--- src/rtl/key_lock_if.sv ---
// Key-event input and display/beep/lock outputs of the password lock.
interface key_lock_if;
  logic        key_flag;
  logic [3:0]  key_data;
  logic [23:0] show_data;
  logic [5:0]  blank_mask;
  logic        unlock;
  logic        beep_ok;
  logic        beep_err;
  logic        locked_out;

  modport master (
    output key_flag, key_data,
    input  show_data, blank_mask, unlock, beep_ok, beep_err, locked_out
  );

  modport slave (
    input  key_flag, key_data,
    output show_data, blank_mask, unlock, beep_ok, beep_err, locked_out
  );
endinterface

--- src/rtl/key_lock_ctrl.sv ---
// Password lock controller: digit entry, compare, open window, failure
// display and lockout. Every output is a flop loaded from next-state values.
module key_lock_ctrl #(
  parameter logic [23:0] PASSWORD    = 24'h123456,
  parameter logic [30:0] OPEN_CYC    = 31'd250_000_000,
  parameter logic [30:0] FAIL_CYC    = 31'd50_000_000,
  parameter logic [30:0] IDLE_TO_CYC = 31'd500_000_000,
  parameter logic [30:0] LOCK_CYC    = 31'd1_500_000_000,
  parameter logic [2:0]  MAX_FAIL    = 3'd3
) (
  input  logic      sys_clk,
  input  logic      sys_rst_n,
  key_lock_if.slave kif
);

  typedef enum logic [2:0] {
    S_IDLE, S_ENTRY, S_CHECK, S_OPEN, S_FAIL, S_LOCKOUT
  } state_t;

  state_t      state, state_n;
  logic [2:0]  cnt, cnt_n;
  logic [2:0]  fail_cnt, fail_n;
  logic [30:0] timer, timer_n;
  logic [23:0] show_q, show_n;
  logic [5:0]  blank_q, blank_n;
  logic        unlock_q, ok_q, ok_n, err_q, err_n, lock_q;
  logic        clr, is_digit;

  assign is_digit = (kif.key_data <= 4'd9);

  // Next-state, counters and next output values.
  always_comb begin
    state_n = state;
    cnt_n   = cnt;
    fail_n  = fail_cnt;
    show_n  = show_q;
    ok_n    = 1'b0;
    err_n   = 1'b0;
    clr     = 1'b0;
    case (state)
      S_IDLE: begin
        clr = 1'b1;
        if (kif.key_flag) begin
          if (is_digit) begin
            show_n  = {20'h0, kif.key_data};
            cnt_n   = 3'd1;
            ok_n    = 1'b1;
            state_n = S_ENTRY;
          end else begin
            err_n = 1'b1;
          end
        end
      end
      S_ENTRY: begin
        if (kif.key_flag) begin
          // A key in the timeout cycle wins; the timer just restarts.
          if (timer == IDLE_TO_CYC - 31'd1) clr = 1'b1;
          if (is_digit) begin
            if (cnt < 3'd6) begin
              show_n = {show_q[19:0], kif.key_data};
              cnt_n  = cnt + 3'd1;
              ok_n   = 1'b1;
              clr    = 1'b1;
            end else begin
              err_n = 1'b1;
            end
          end else if (kif.key_data == 4'hA) begin
            show_n = {4'h0, show_q[23:4]};
            cnt_n  = cnt - 3'd1;
            ok_n   = 1'b1;
            clr    = 1'b1;
            if (cnt == 3'd1) state_n = S_IDLE;
          end else if (kif.key_data == 4'hB) begin
            ok_n    = 1'b1;
            state_n = S_IDLE;
          end else if (kif.key_data == 4'hF && cnt == 3'd6) begin
            state_n = S_CHECK;
          end else begin
            err_n = 1'b1;
          end
        end else if (timer == IDLE_TO_CYC - 31'd1) begin
          state_n = S_IDLE;
        end
      end
      S_CHECK: begin
        if (show_q == PASSWORD) begin
          fail_n  = 3'd0;
          state_n = S_OPEN;
        end else begin
          fail_n  = (fail_cnt == MAX_FAIL) ? fail_cnt : fail_cnt + 3'd1;
          err_n   = 1'b1;
          state_n = S_FAIL;
        end
      end
      S_OPEN: begin
        if (kif.key_flag) begin
          ok_n    = 1'b1;
          state_n = S_IDLE;
        end else if (timer == OPEN_CYC - 31'd1) begin
          state_n = S_IDLE;
        end
      end
      S_FAIL: begin
        if (timer == FAIL_CYC - 31'd1) begin
          if (fail_cnt == MAX_FAIL) begin
            err_n   = 1'b1;
            state_n = S_LOCKOUT;
          end else begin
            state_n = S_IDLE;
          end
        end
      end
      S_LOCKOUT: begin
        if (kif.key_flag) begin
          err_n = 1'b1;
          if (timer == LOCK_CYC - 31'd1) clr = 1'b1;
        end else if (timer == LOCK_CYC - 31'd1) begin
          fail_n  = 3'd0;
          state_n = S_IDLE;
        end
      end
      default: state_n = S_IDLE;
    endcase

    if (state_n != state) clr = 1'b1;
    timer_n = clr ? 31'd0 : timer + 31'd1;

    // Display content forced by the destination state.
    case (state_n)
      S_IDLE:              begin show_n = 24'h0; cnt_n = 3'd0; end
      S_OPEN:              show_n = 24'hAAAAAA;
      S_FAIL, S_LOCKOUT:   show_n = 24'hEEEEEE;
      default:             ;
    endcase

    case (state_n)
      S_IDLE:           blank_n = 6'h3F;
      S_ENTRY, S_CHECK: blank_n = 6'h3F << cnt_n;
      default:          blank_n = 6'h00;
    endcase
  end

  // State and output registers with synchronous reset.
  always_ff @(posedge sys_clk) begin
    if (!sys_rst_n) begin
      state    <= S_IDLE;
      cnt      <= 3'd0;
      fail_cnt <= 3'd0;
      timer    <= 31'd0;
      show_q   <= 24'h0;
      blank_q  <= 6'h3F;
      unlock_q <= 1'b0;
      ok_q     <= 1'b0;
      err_q    <= 1'b0;
      lock_q   <= 1'b0;
    end else begin
      state    <= state_n;
      cnt      <= cnt_n;
      fail_cnt <= fail_n;
      timer    <= timer_n;
      show_q   <= show_n;
      blank_q  <= blank_n;
      unlock_q <= (state_n == S_OPEN);
      ok_q     <= ok_n;
      err_q    <= err_n;
      lock_q   <= (state_n == S_LOCKOUT);
    end
  end

  assign kif.show_data  = show_q;
  assign kif.blank_mask = blank_q;
  assign kif.unlock     = unlock_q;
  assign kif.beep_ok    = ok_q;
  assign kif.beep_err   = err_q;
  assign kif.locked_out = lock_q;

endmodule

--- src/flat_wrapper.sv ---
// flat-port wrapper written by rule: the top's interface ports become plain ports
module key_lock_ctrl_flat 
#(
  parameter logic [23:0] PASSWORD    = 24'h123456,
  parameter logic [30:0] OPEN_CYC    = 31'd250_000_000,
  parameter logic [30:0] FAIL_CYC    = 31'd50_000_000,
  parameter logic [30:0] IDLE_TO_CYC = 31'd500_000_000,
  parameter logic [30:0] LOCK_CYC    = 31'd1_500_000_000,
  parameter logic [2:0]  MAX_FAIL    = 3'd3
)
  (sys_clk, sys_rst_n, kif_key_flag, kif_key_data, kif_show_data, kif_blank_mask, kif_unlock, kif_beep_ok, kif_beep_err, kif_locked_out);
  key_lock_if kif_i ();
  input  logic sys_clk;
  input  logic sys_rst_n;
  input wire logic [$bits(kif_i.key_flag)-1:0] kif_key_flag;
  input wire logic [$bits(kif_i.key_data)-1:0] kif_key_data;
  output wire logic [$bits(kif_i.show_data)-1:0] kif_show_data;
  output wire logic [$bits(kif_i.blank_mask)-1:0] kif_blank_mask;
  output wire logic [$bits(kif_i.unlock)-1:0] kif_unlock;
  output wire logic [$bits(kif_i.beep_ok)-1:0] kif_beep_ok;
  output wire logic [$bits(kif_i.beep_err)-1:0] kif_beep_err;
  output wire logic [$bits(kif_i.locked_out)-1:0] kif_locked_out;
  assign kif_i.key_flag = kif_key_flag;
  assign kif_i.key_data = kif_key_data;
  assign kif_show_data = kif_i.show_data;
  assign kif_blank_mask = kif_i.blank_mask;
  assign kif_unlock = kif_i.unlock;
  assign kif_beep_ok = kif_i.beep_ok;
  assign kif_beep_err = kif_i.beep_err;
  assign kif_locked_out = kif_i.locked_out;
  key_lock_ctrl #(.PASSWORD(PASSWORD), .OPEN_CYC(OPEN_CYC), .FAIL_CYC(FAIL_CYC), .IDLE_TO_CYC(IDLE_TO_CYC), .LOCK_CYC(LOCK_CYC), .MAX_FAIL(MAX_FAIL)) u_core (.sys_clk(sys_clk), .sys_rst_n(sys_rst_n), .kif(kif_i));
endmodule
--- config.mk ---
export PLATFORM = sky130hd
export DESIGN_NAME = key_lock_ctrl_flat
export DESIGN_NICKNAME = d
export VERILOG_FILES = /design/src/rtl/key_lock_if.sv /design/src/rtl/key_lock_ctrl.sv /design/src/flat_wrapper.sv
export SDC_FILE = /design/constraint.sdc
export NUM_CORES = 1
export LEC_CHECK = 0
export ABC_AREA = 1
export CAP_MARGIN = 30
export CELL_PAD_IN_SITES_DETAIL_PLACEMENT = 1
export CELL_PAD_IN_SITES_GLOBAL_PLACEMENT = 1
export CORE_MARGIN = 10
export CORE_UTILIZATION = 45
export DETAILED_ROUTE_END_ITERATION = 8
export GPL_ROUTABILITY_DRIVEN = 0
export PLACE_DENSITY_LB_ADDON = 0.1
export SYNTH_ARGS = -nofsm -noshare
export SYNTH_HDL_FRONTEND = slang
export SYNTH_SLANG_ARGS = --single-unit
--- constraint.sdc ---
create_clock -name sys_clk -period 3.2 [get_ports sys_clk]
set_clock_uncertainty 0.15 [all_clocks]
set_input_delay 0.32 -clock sys_clk [delete_from_list [all_inputs] [get_ports sys_clk]]
set_output_delay 0.32 -clock sys_clk [all_outputs]
set_load 0.005 [all_outputs]
==> run_results.csv, run 1 <==
group,metric,value,unit
synthesis,synth-xor-area-share,5.73,%
power_and_ir_drop,p_sw_share,29.9,%
cells_and_area,final_util,53.6,%
floorplanning,start_util,46.1,%
cells_and_area,synthToLayoutAreaGrowth,16.3,%
cells_and_area,drive_gt1_share,11.5,%
clocking,numCtsBuffers,9,
route,vias,4777,
synthesis,async_reset_ff_share,0,%
synthesis,synthMuxAreaShare,0,%
critical_path,crit_slowest_cell,"dfxtp_1",
critical_path,crit_family,"simple AND/OR/NAND/NOR gates",
timing,hold_viol,0,
clocking,clock_latency,0.37,ns
grt,grt_remaining_overflow,0,
clocking,postCtsHoldBufs,0,
critical_path,max_stage_delay,0.38,ns
synthesis,synth_ff_type,"dfxtp_1",
grt,grt_first_pass_wirelength,24700,um
worst_hold_path,hp-class,"reg2reg",
outcome,status,"completed",
critical_path,crit_buf_inv,2,
critical_path,path_cells,"ha_1 > nand2_1 > nor2_4 > inv_2 > nor2_1 > nand3_1 > nand2_1 > nand2_1 > nor2_4 > nand2_4 > nor2_4 > nand3_4 > buf_4 > a21oi_1 > nor2_1",
power_and_ir_drop,p_switching,0.000780,W
route,wl_met1,6910,um
synthesis,syn_avg_cell_area,6.52,sq um
synthesis,synth_enable_flop_cells,0,
synthesis,yosys.area.top_type,"dfxtp_1",
power_and_ir_drop,combPwrFrac,22.2,%
synthesis,ys_seq_area_share,31.3,%
route,wl_met2,6950,um
route,routed.top_layer,"met4",
critical_path,critPathArrivalTime,2.99,ns
grt,grt_pass1_vias,4876,
timing,period_needed,2.88,ns
route,drt_iter0_drc,255,
grt,grt_usage,20.4,%
power_and_ir_drop,pwr-share-clk,37.8,%
timing,finalSetupViolCount,0,
power_and_ir_drop,p_leak,2.21,nW
route,wl_per_cell,16.4,um
floorplanning,die_y,123,um
timing,maxSlewHeadroom,59.7,%
power_and_ir_drop,peakVddDrop,0.190,mV
synthesis,synth_commonest_cells,"nand2_1, nor2_1, inv_1, dfxtp_1, nand3_1",
floorplanning,die_w,123,um
synthesis,synth_cells,727,
synthesis,syn-cell-area,4740,sq um
synthesis,synth_area_leaders,"dfxtp_1, nand2_1, nor2_1",
power_and_ir_drop,p_int,0.00183,W
route,drc,0,
synthesis,yosysUniqueCellTypes,43,
timing,worstMarginPinSlew,0.599,ns
synthesis,synth-adder-area-share,1.85,%
route,avgViaCountPerCell,5.29,
clocking,clock_sinks,74,
floorplanning,io_pins,41,
job,cap_violations,0,
clocking,clockBufferDepth,2,
clocking,post_cts_buffers,0,
clocking,cts_tree,"done",
synthesis,ys_warn_count,0,
synthesis,synth_top_area_share,31.3,%
synthesis,synth_top_family_by_area,"simple AND/OR/NAND/NOR gates",
floorplanning,placementRows,37,
critical_path,crit_type,"reg2reg",
synthesis,ys_ff_latch,74,
clocking,path_clk_slew,0.08,ns
synthesis,synth-compound-area-share,11.2,%
cells_and_area,fill_cells,1421,
synthesis,syn_nets,741,
critical_path,setup.worst_path.end_class,"register",
placement,place.detailed.hpwl,11000,um
route,drt_wl_total,14800,um
route,ant_nets,0,
synthesis,synth_simple_gate_area_share,38.9,%
critical_path,crit_required,3.31,ns
timing,period_share,90.0,%
timing,grt_setup_unrepaired,"false",
route,dr_wl_met3,797,um
clocking,cts_root_buffer,"clkbuf_8",
cells_and_area,nets,776,
grt,grt_max_degree,33,
placement,io_buffer_count,40,
grt,antenna_found_initial,0,
power_and_ir_drop,p_seq_share,39.9,%
timing,timing.setup.tns,0,ns
critical_path,start_kind,"register",
power_and_ir_drop,power_density,473,nW/um^2
timing,drv_slew,0,
synthesis,yosysMostFrequentCell,"nand2_1",
cells_and_area,diodes,0,
floorplanning,dieArea,15000,sq um
timing,clock.fmax,347,MHz
floorplanning,core-area,10300,sq um
critical_path,critPathMaxFanout,32,
route,firstDrtPassIters,4,
clocking,htreeDepth,3,
clocking,ctsResizeCount,0,
==> sequential cells by signal, summed over array words and instances (netlist names), 3 cells and up <==
name and count:
u_core.fail_cnt 3, u_core.cnt 3, u_core.state 3, u_core.kif.blank_mask 6, u_core.timer 31, u_core.kif.show_data 24
==> path summary, 6_finish.rpt <==
kind                         from  slack (ns)  cells past startpoint                 endpoint
setup / recovery  u_core.timer[0]        0.32                     15  u_core.kif.show_data[8]
hold / removal    u_core.timer[0]        0.32                      1          u_core.timer[0]
setup reg to reg  u_core.timer[0]        0.32                     15  u_core.kif.show_data[8]
hold reg to reg   u_core.timer[0]        0.32                      1          u_core.timer[0]
==> kinds of logic after synthesis <==
logic type,Yosys count
and+or+nand+nor,401
adders and majority gates,7
xor gates and xnor gates,31
AOI/OAI and AO/OA,90
buffers and inverters,124
DFF,74
==> placed cells by master (no fill, tap or decap), types with 2 or more instances in the layout <==
cell / netlist / final
nor2_4: 4 / 4
a211oi_1: 13 / 13
nand3_1: 50 / 50
ha_1: 7 / 7
nor2_1: 110 / 110
nand4_1: 15 / 15
clkbuf_8: 0 / 10
inv_1: 91 / 91
xor2_1: 25 / 25
nor3_1: 16 / 16
o21ai_0: 21 / 21
buf_4: 2 / 10
nor2_2: 34 / 34
inv_2: 5 / 5
dfxtp_1: 74 / 74
xnor2_1: 6 / 6
o211ai_1: 2 / 2
nand2_1: 150 / 150
nor3_2: 2 / 2
clkdlybuf4s50_1: 0 / 40
bufinv_16: 0 / 4
nand4_2: 2 / 2
nand3b_1: 2 / 2
a21oi_1: 40 / 40
a31oi_1: 4 / 4
clkinv_2: 1 / 2
nand3_2: 2 / 2
nor4_1: 4 / 4
o31ai_1: 2 / 2
nand2_2: 7 / 7
==> power groups by stage <==
| stage | registers (W) | clock network [W] | logic, W |
|---|---|---|---|
| floorplan | 0.00105 | 0 | 0.000361 |
| global placement | 0.00106 | 0 | 0.000554 |
| detailed placement | 0.00106 | 0 | 0.000571 |
| CTS | 0.00104 | 0.000995 | 0.000578 |
| global route | 0.00105 | 0.00104 | 0.000648 |
| finish | 0.00104 | 0.000987 | 0.000580 |
==> worst register-to-register path, cell delays in order (launching register included) <==
cell and delay [ns]:
dfxtp_1 0.38, ha_1 0.21, nand2_1 0.10, nor2_4 0.13
inv_2 0.05, nor2_1 0.22, nand3_1 0.14, nand2_1 0.08
nand2_1 0.08, nor2_4 0.12, nand2_4 0.10, nor2_4 0.18
nand3_4 0.34, buf_4 0.30, a21oi_1 0.14, nor2_1 0.06
==> stage by stage <==
stage	instance area (sq um)	std cells	setup slack, ns	hold slack (ns)	total power [W]
2_1_floorplan	4740	727	1.05	0.277	0.00141
3_3_place_gp	5250	887	0.289	0.288	0.00162
3_5_place_dp	5250	887	0.160	0.309	0.00163
4_1_cts	5510	903	0.342	0.327	0.00262
5_1_grt	5510	903	0.0220	0.339	0.00274
6_report	5510	903	0.320	0.322	0.00261
==> routing by layer <==
layer / global-route usage (%) / up-vias
met5: 0 / -
met4: 5.74 / 0
met3: 4.04 / 16
met2: 33.5 / 103
met1: 26.7 / 2272
li1: - / 2386
==> area by class of cell <==
| class | count | area (sq um) | area share (%) |
|---|---|---|---|
| Clock buffer | 11 | 141 | 2.57 |
| Multi-Input combinational cell | 529 | 2730 | 49.6 |
| Inverter | 97 | 365 | 6.63 |
| Timing Repair Buffer | 51 | 495 | 8.99 |
| Tap cell | 136 | 170 | 3.09 |
| Sequential cell | 74 | 1480 | 26.9 |
| Clock inverter | 5 | 125 | 2.27 |
Power figures use the tool's default switching activity.
==> inputs of run 2 (changes only) <==
--- a/config.mk
+++ b/config.mk
@@ -6,10 +6,9 @@
 export NUM_CORES = 1
 export LEC_CHECK = 0
 export ABC_AREA = 1
-export CAP_MARGIN = 30
 export CELL_PAD_IN_SITES_DETAIL_PLACEMENT = 1
 export CELL_PAD_IN_SITES_GLOBAL_PLACEMENT = 1
-export CORE_MARGIN = 10
+export CORE_MARGIN = 3
 export CORE_UTILIZATION = 45
 export DETAILED_ROUTE_END_ITERATION = 8
 export GPL_ROUTABILITY_DRIVEN = 0
==> run 2 against run 1 <==
Sequential cell count unchanged. First-iteration DRC count down 8.6%. Sequential share of layout area up 0.38 points. Maximum frequency up 5.4%. Register-to-register slack better by 0.15 ns. Critical path type unchanged. Non-clock buffer count down 1.
==> run_results.csv, run 2 (same netlist as run 1, synthesis figures left out) <==
group,metric,value,unit
outcome,status,"completed",
clocking,clockBufferDepth,2,
grt,grt_pass1_vias,5062,
cells_and_area,diodes,0,
route,firstDrtPassIters,4,
job,cap_violations,0,
clocking,cts_root_buffer,"clkbuf_8",
cells_and_area,largest_reg_flops,31,
critical_path,endpoint,"u_core.timer[2]",
timing,period_share,85.4,%
clocking,path_clk_slew,0.09,ns
grt,grt_first_pass_wirelength,24800,um
floorplanning,core-area,10000,sq um
cells_and_area,drive_gt1_share,11.5,%
cells_and_area,fill_cells,1368,
power_and_ir_drop,peakVddDrop,0.326,mV
critical_path,critPathArrivalTime,2.90,ns
floorplanning,placementRows,36,
critical_path,ff2ff_path_depth,13,
clocking,htreeDepth,3,
critical_path,r2r_slack,0.47,ns
timing,worstMarginPinSlew,0.520,ns
critical_path,cp-startpoint,"u_core.timer[0]",
worst_hold_path,hp-class,"reg2reg",
route,drc,0,
floorplanning,dieArea,11800,sq um
placement,dpl_worst_slack,0.378,ns
grt,antenna_found_initial,0,
timing,hold_viol,0,
route,avgViaCountPerCell,5.32,
grt,grt_usage,26.5,%
timing,finalSetupViolCount,0,
critical_path,r2r-end,"u_core.timer[2]",
placement,io_buffer_count,40,
route,drt_iter0_drc,233,
critical_path,r2r_start,"u_core.timer[0]",
floorplanning,die_w,109,um
route,ant_nets,0,
timing,fin_ws,0.469,ns
clocking,clock_latency,0.38,ns
clocking,numCtsBuffers,9,
cells_and_area,final_util,54.3,%
timing,timing.setup.tns,0,ns
clocking,ctsResizeCount,0,
critical_path,crit_type,"reg2reg",
grt,grt_max_degree,41,
timing,period_needed,2.73,ns
cells_and_area,top_register,"u_core.timer",
placement,place.detailed.hpwl,10700,um
cells_and_area,layout_common_cells,"nand2_1, nor2_1, inv_1, dfxtp_1, nand3_1",
clocking,postCtsHoldBufs,0,
power_and_ir_drop,p_leak,2.16,nW
cells_and_area,synthToLayoutAreaGrowth,14.7,%
timing,drv_slew,0,
timing,grt_setup_unrepaired,"false",
route,wl_per_cell,16.0,um
timing,maxSlewHeadroom,65.0,%
floorplanning,io_pins,41,
route,vias,4779,
timing,clock.fmax,366,MHz
route,drt_wl_total,14400,um
floorplanning,start_util,47.4,%
clocking,post_cts_buffers,0,
critical_path,setup.worst_path.end_class,"register",
clocking,clock_sinks,74,
worst_hold_path,hp-start,"u_core.timer[0]",
critical_path,critPathMaxFanout,25,
critical_path,crit_required,3.37,ns
critical_path,start_kind,"register",
clocking,cts_tree,"done",
grt,grt_remaining_overflow,0,
cells_and_area,nets,775,
cells_and_area,final_common_cell,"nand2_1",
floorplanning,die_y,109,um
power_and_ir_drop,power_density,428,nW/um^2
## run 2: changes by cell type in the layout (fill, tap and decap cells not counted), sizes merged
cell,before,now
clkbuf,11,10
clkinv,2,3
clkinvlp,0,2
bufinv,4,0
buf,11,10
inv,96,98
## run 2: where the power goes
group          internal [W]  switching, W  total (W)
clock network      0.000310      0.000393   0.000703
logic              0.000236      0.000345   0.000580
registers          0.000978     0.0000616    0.00104
## run 2: layout make-up
| cell class | count | area [sq um] | share of cell area [%] |
|---|---|---|---|
| Clock inverter | 6 | 50.0 | 0.921 |
| Timing Repair Buffer | 50 | 500 | 9.21 |
| Multi-Input combinational cell | 529 | 2730 | 50.3 |
| Clock buffer | 10 | 138 | 2.53 |
| Inverter | 97 | 365 | 6.72 |
| Tap cell | 133 | 166 | 3.06 |
| Sequential cell | 74 | 1480 | 27.3 |
## run 2: metrics by stage
| stage | cells | cell area (sq um) | power (W) | hold slack (ns) |
|---|---|---|---|---|
| after floorplan | 727 | 4740 | 0.00141 | 0.277 |
| after global placement | 883 | 5250 | 0.00161 | 0.286 |
| after detailed placement | 883 | 5250 | 0.00163 | 0.299 |
| after CTS | 899 | 5430 | 0.00234 | 0.324 |
| after global routing | 899 | 5430 | 0.00246 | 0.348 |
| final | 899 | 5430 | 0.00232 | 0.317 |
## run 2: worst min-delay path by stage
| stage | end | slack (ns) | cells past startpoint |
|---|---|---|---|
| finish | u_core.timer[0] | 0.32 | 1 |
| detailed placement | u_core.timer[0] | 0.30 | 1 |
| global route | u_core.timer[0] | 0.35 | 1 |
| floorplan | u_core.timer[0] | 0.28 | 1 |
| global placement | u_core.timer[0] | 0.29 | 1 |
| CTS | u_core.timer[0] | 0.32 | 1 |
## run 2: metal layers
metal | GRT usage (%) | part of all wire [%] | wire (um) | vias up
met3 | 5.39 | 4.0 | 573 | 27
met5 | 0 | 0 | 0 | -
met1 | 34.6 | 47 | 6800 | 2279
met4 | 9.83 | 2.2 | 321 | 0
li1 | - | - | - | 2382
met2 | 43.4 | 46 | 6660 | 91
## run 2: worst max-delay path: stages, from the launching register on
cell and delay [ns]:
dfxtp_1 0.39, ha_1 0.20, nand2_1 0.09, nor2_4 0.12, nand2_1 0.17, nor2_1 0.18
nand3_1 0.14, nand2_1 0.10, nand2_2 0.09, a21oi_1 0.17, or2_1 0.15, nand4_2 0.31
buf_12 0.30, nor2_2 0.10
